===== config.mk =====
export PLATFORM = sky130hd
export DESIGN_NAME = down_counter_timer
export DESIGN_NICKNAME = d
export VERILOG_FILES = /design/src/rtl/down_counter_timer.sv
export SDC_FILE = /design/constraint.sdc
export NUM_CORES = 1
export LEC_CHECK = 0
export CAP_MARGIN = 20
export CORE_AREA = 2 2 39 41
export DETAILED_ROUTE_END_ITERATION = 8
export DIE_AREA = 0 0 41 43
export PLACE_DENSITY = 0.62
export SYNTH_ARGS = -nofsm -noshare
export SYNTH_HDL_FRONTEND = slang
export SYNTH_SLANG_ARGS = --single-unit

===== constraint.sdc =====
create_clock -name clock -period 4.3 [get_ports clock]
set_input_delay 0.645 -clock clock [delete_from_list [all_inputs] [get_ports clock]]
set_output_delay 0.645 -clock clock [all_outputs]
set_load 0.1 [all_outputs]

===== src/rtl/down_counter_timer.sv =====
// Loadable down-counter/timer with one-cycle done pulse and run status.
// Define AUTO_RELOAD_EN for periodic reload from the last loaded value.
module down_counter_timer #(
    parameter int unsigned WIDTH = 4
) (
    input  logic             clock,
    input  logic             reset,
    input  logic             enable,
    input  logic             load,
    input  logic [WIDTH-1:0] load_value,
    input  logic             stop,
    output logic [WIDTH-1:0] counter_out,
    output logic             busy,
    output logic             done,
    output logic             zero
);

    typedef enum logic {
        IDLE,
        RUN
    } state_t;

    localparam logic [WIDTH-1:0] ONE = WIDTH'(1);

    state_t           state_q, state_d;
    logic [WIDTH-1:0] count_q, count_d;
    logic [WIDTH-1:0] reload_q, reload_d;
    logic             done_q, done_d;

    always_ff @(posedge clock or posedge reset) begin
        if (reset) begin
            state_q  <= IDLE;
            count_q  <= '0;
            reload_q <= '0;
            done_q   <= 1'b0;
        end else begin
            state_q  <= state_d;
            count_q  <= count_d;
            reload_q <= reload_d;
            done_q   <= done_d;
        end
    end

    // Priority: load > stop > decrement; done is low unless at terminal.
    always_comb begin
        state_d  = state_q;
        count_d  = count_q;
        reload_d = reload_q;
        done_d   = 1'b0;
        if (load) begin
            count_d  = load_value;
            reload_d = load_value;
            state_d  = (load_value != '0) ? RUN : IDLE;
        end else if (stop) begin
            state_d = IDLE;
        end else if (state_q == RUN && enable) begin
            if (count_q == ONE) begin
                done_d = 1'b1;
`ifdef AUTO_RELOAD_EN
                count_d = reload_q;
`else
                count_d = '0;
                state_d = IDLE;
`endif
            end else if (count_q != '0) begin
                count_d = count_q - ONE;
            end
        end
    end

    assign counter_out = count_q;
    assign busy        = (state_q == RUN);
    assign done        = done_q;
    assign zero        = (count_q == '0);

endmodule


# After elaboration in Yosys (flattened, before gate mapping)
# Index checks and enable logic that the tools add are counted.
[word_totals]
ff_bits = 6
out_inout_bits = 7
wordCells = 30
[classes]
add_sub_neg = 1
eq_ne = 2
mux = 14
reduce_logical = 10
[ops]
columns = ["op", "n"]
rows = [
  ["$mux 4", 5],
  ["$mux 1", 9],
  ["$reduce_bool 3->1", 3],
  ["$reduce_bool 4->1", 2],
  ["$eq 4x1->1 const B", 1],
  ["$logic_not 4->1", 1],
  ["$sub 4x1->4 const B", 1],
  ["$reduce_and 3->1", 1],
  ["$ne 2x2->1 const B", 1],
  ["$reduce_and 2->1", 1],
  ["$reduce_bool 2->1", 1],
  ["$logic_and 1x1->1", 1],
]

# Depth between registers and ports, before layout
[logic_depth]
depth_word = 6
ltp_mapped = 5
depth_no_buf = 5

# Least setup slack after synthesis
# OpenSTA, ideal clock, no wires.
[synth_timing]
path_kind = "reg-to-output"
from = "register count_q[1], in the netlist counter_out[1]"
to = "output port zero"
arrival_ns = 1.946
required_time_ns = 3.655
setup_slack_ns = 1.709
stages_incl_launch_ff = 4
n_path_buf = 0
cell_sequence = "dfrtp_1 -> inv_1 -> ha_1 -> and2_1"
[synth_between]
elab_chain_len = 1
[synth_rtl]
columns = ["element", "line_no", "text"]
rows = [
  ["from (decl)", "26", "logic [WIDTH-1:0] count_q, count_d;"],
  ["from (signal assigned)", "38", "count_q <= count_d;"],
  ["$logic_not 4->1", "74", "assign zero = (count_q == '0);"],
  ["to (decl)", "15", "output logic zero"],
]
# No other way between the ends.

# Worst setup path in the final report
[layout_timing]
from = "register count_q[0], in the netlist counter_out[0]"
to = "output port zero"
# The elaborated chain is that of the path after synthesis.

==> impl_metrics.ini <==
[cts]
insertion_delay_ps = 230
cts_resized = 0
clockBufferDepth = 2
cts_tree = done
clkSlewWorstSetupHoldPaths_ps = 40
cts_setup_buffers = 0
clock_sinks = 6
cts_buffers = 3
cts-htree-levels = 1
ctsHoldBuffers = 0
root_buffer = clkbuf_4

[timing]
whs_ps = 620
period_needed_ps = 2900
hold_viol = 0
setup_violations = 0
relSlewSlack_pct = 35.5
finalClockSkew_ps = 2.17
fmax_ghz = 0.345
worst_pin_slew_ps = 964
period_share_pct = 67.4
rsz0062_at_grt = no
fin_setup_tns_ps = 0
slew_viol_final = 0

[setup_path]
critPathKind = flip-flop to output pin
cp-end-kind = output pin
cp.required_ps = 3650
worstPathArrival_ps = 2250
cp_max_fo = 5
startpoint_type = flip-flop

[logic_synthesis]
syn-cell-area_sq_um = 415
ys_seq_area_share_pct = 36.1
synth_nets = 54
yosys_register_bits = 6
synth_top_area_cell = dfrtp_1
avgSynthCellArea_sq_um = 9.89
syn_inst = 42
yosys_warnings = 0
netlist.area_leader.share_pct = 36.1
synth_area_leaders = dfrtp_1 36%, ha_1 9.0%, a2111o_1 5.4%, o311ai_1 4.2%, a21oi_1 3.6%
ys_types = 24

[run]
maxCapViolations = 0

[floorplan]
placementRows = 14
die_h_microns = 43
core-area_sq_um = 1380
start_util_pct = 30.0
die_area_sq_um = 1760
ios = 16
die_w_microns = 41

[placed_design]
hpwl_microns = 785
portBuffers = 15
gp_congestion = 0.701
placedCellCount = 72

[power]
p_per_area_nw_per_um2 = 350
switchingPower_uw = 89.7
ir_drop_v = 0.000138
combPwrFrac_pct = 44.5
p_leak_uw = 0.000249
switching_share_pct = 42.4
seq_power_share_pct = 32.6
internal_power_uw = 122
finalPower_uw = 212
p_clk_share_pct = 22.9

[detailed_routing]
dr.pass1.iters = 3
finalWirelength_microns = 966
viasPerCell = 5.15
avgRoutedWirePerCell_microns = 12.9
ant_nets = 0
drc = 0
detail_route.iter0.violations = 7
vias = 386

[finish]
mostFrequentLayoutCell = clkdlybuf4s50_1
final_cells = 75
layout_common_cells = 15 x clkdlybuf4s50_1, 6 x dfrtp_1
antennaDiodeCount = 0
drive_gt1_share_pct = 10.2
fill_cells = 134
area_growth_pct = 45.5
fin_nets = 73

[hold_path]
min_path_type = primary input to async pin

[run_status]
status = finished clean

[global_route]
grt_usage_pct = 13.4
grt_start_max_net_pins = 16
grt_pass1_wl_microns = 1500
antenna_found_initial = 0
first_global_vias = 361
grt.overflow.total = 0
-- Yosys cell counts --
cell / n
clkbuf_1: 1
a211o_1: 1
dfrtp_1: 6
nand3_1: 1
nor4_1: 2
or2_1: 1
nand4b_1: 1
and3_1: 1
and2b_2: 1
nor4b_1: 1
a21oi_1: 3
nand2_1: 3
inv_1: 3
nor4b_2: 1
and2_1: 1
o311ai_1: 2
nor2_1: 2
ha_1: 3
or4_1: 1
nand4bb_1: 1
nand2b_1: 1
and4bb_2: 1
a2111o_1: 2
nand3b_1: 2
-- logic make-up after synthesis --
| family | share of synthesized area [%] |
|---|---|
| buffers and inverters | 3.61 |
| AOI/OAI and AO/OA | 15.4 |
| adders and majority gates | 9.04 |
| DFF | 36.1 |
| and+or+nand+nor | 35.8 |
-- power groups by stage --
stage               sequential (uW)  clock (uW)  combinational (uW)
detailed placement             69.7           0                94.4
global route                   69.9        54.6                99.6
CTS                            68.9        52.3                94.7
global placement               69.6           0                94.6
finish                         69.0        48.4                94.2
floorplan                       106           0                30.2
-- cell type report --
type                            count  area [sq um]  area share [%]
Multi-Input combinational cell     32           250            41.4
Sequential cell                     6           150            24.8
Timing Repair Buffer               15           150            24.8
Clock buffer                        3          22.5            3.73
Tap cell                           16          20.0            3.31
Inverter                            3          11.3            1.86
-- through the flow --
| stage | setup WS, ps | area, sq um | util (%) |
|---|---|---|---|
| CTS | 1390 | 604 | 43.7 |
| floorplan | 1710 | 415 | - |
| global route | 1290 | 604 | 43.7 |
| detailed placement | 1660 | 582 | 42.0 |
| finish | 1400 | 604 | 43.7 |
| global placement | 1650 | 582 | 42.0 |
-- registers in the layout, summed over array words and instances, names as in the netlist --
signal	cells
busy	1
counter_out	4
done	1
-- per-layer routing --
layer	vias to the layer above	global-route usage [%]	share of wire [%]
li1	197	-	-
met1	181	16.6	43
met2	6	19.1	52
met3	2	1.57	3.8
met4	0	12.0	1.1
met5	-	0	0
-- worst max-delay path, stage by stage (launching register included) --
cell and delay, ps:
dfrtp_1 430, inv_1 130, ha_1 210, and2_1 130
clkdlybuf4s50_1 1120
-- final timing paths --
check	from	endpoint	slack, ps	cells after the start
max in group asynchronous	reset	counter_out[1]	3500	2
min in group clock	counter_out[1]	counter_out[1]	700	2
setup / recovery	counter_out[0]	zero	1400	4
hold / removal	reset	busy	620	2
hold reg to reg	counter_out[1]	counter_out[1]	700	2
setup reg to reg	counter_out[0]	counter_out[0]	2660	5
No activity file was read; power rests on OpenSTA's default activity.
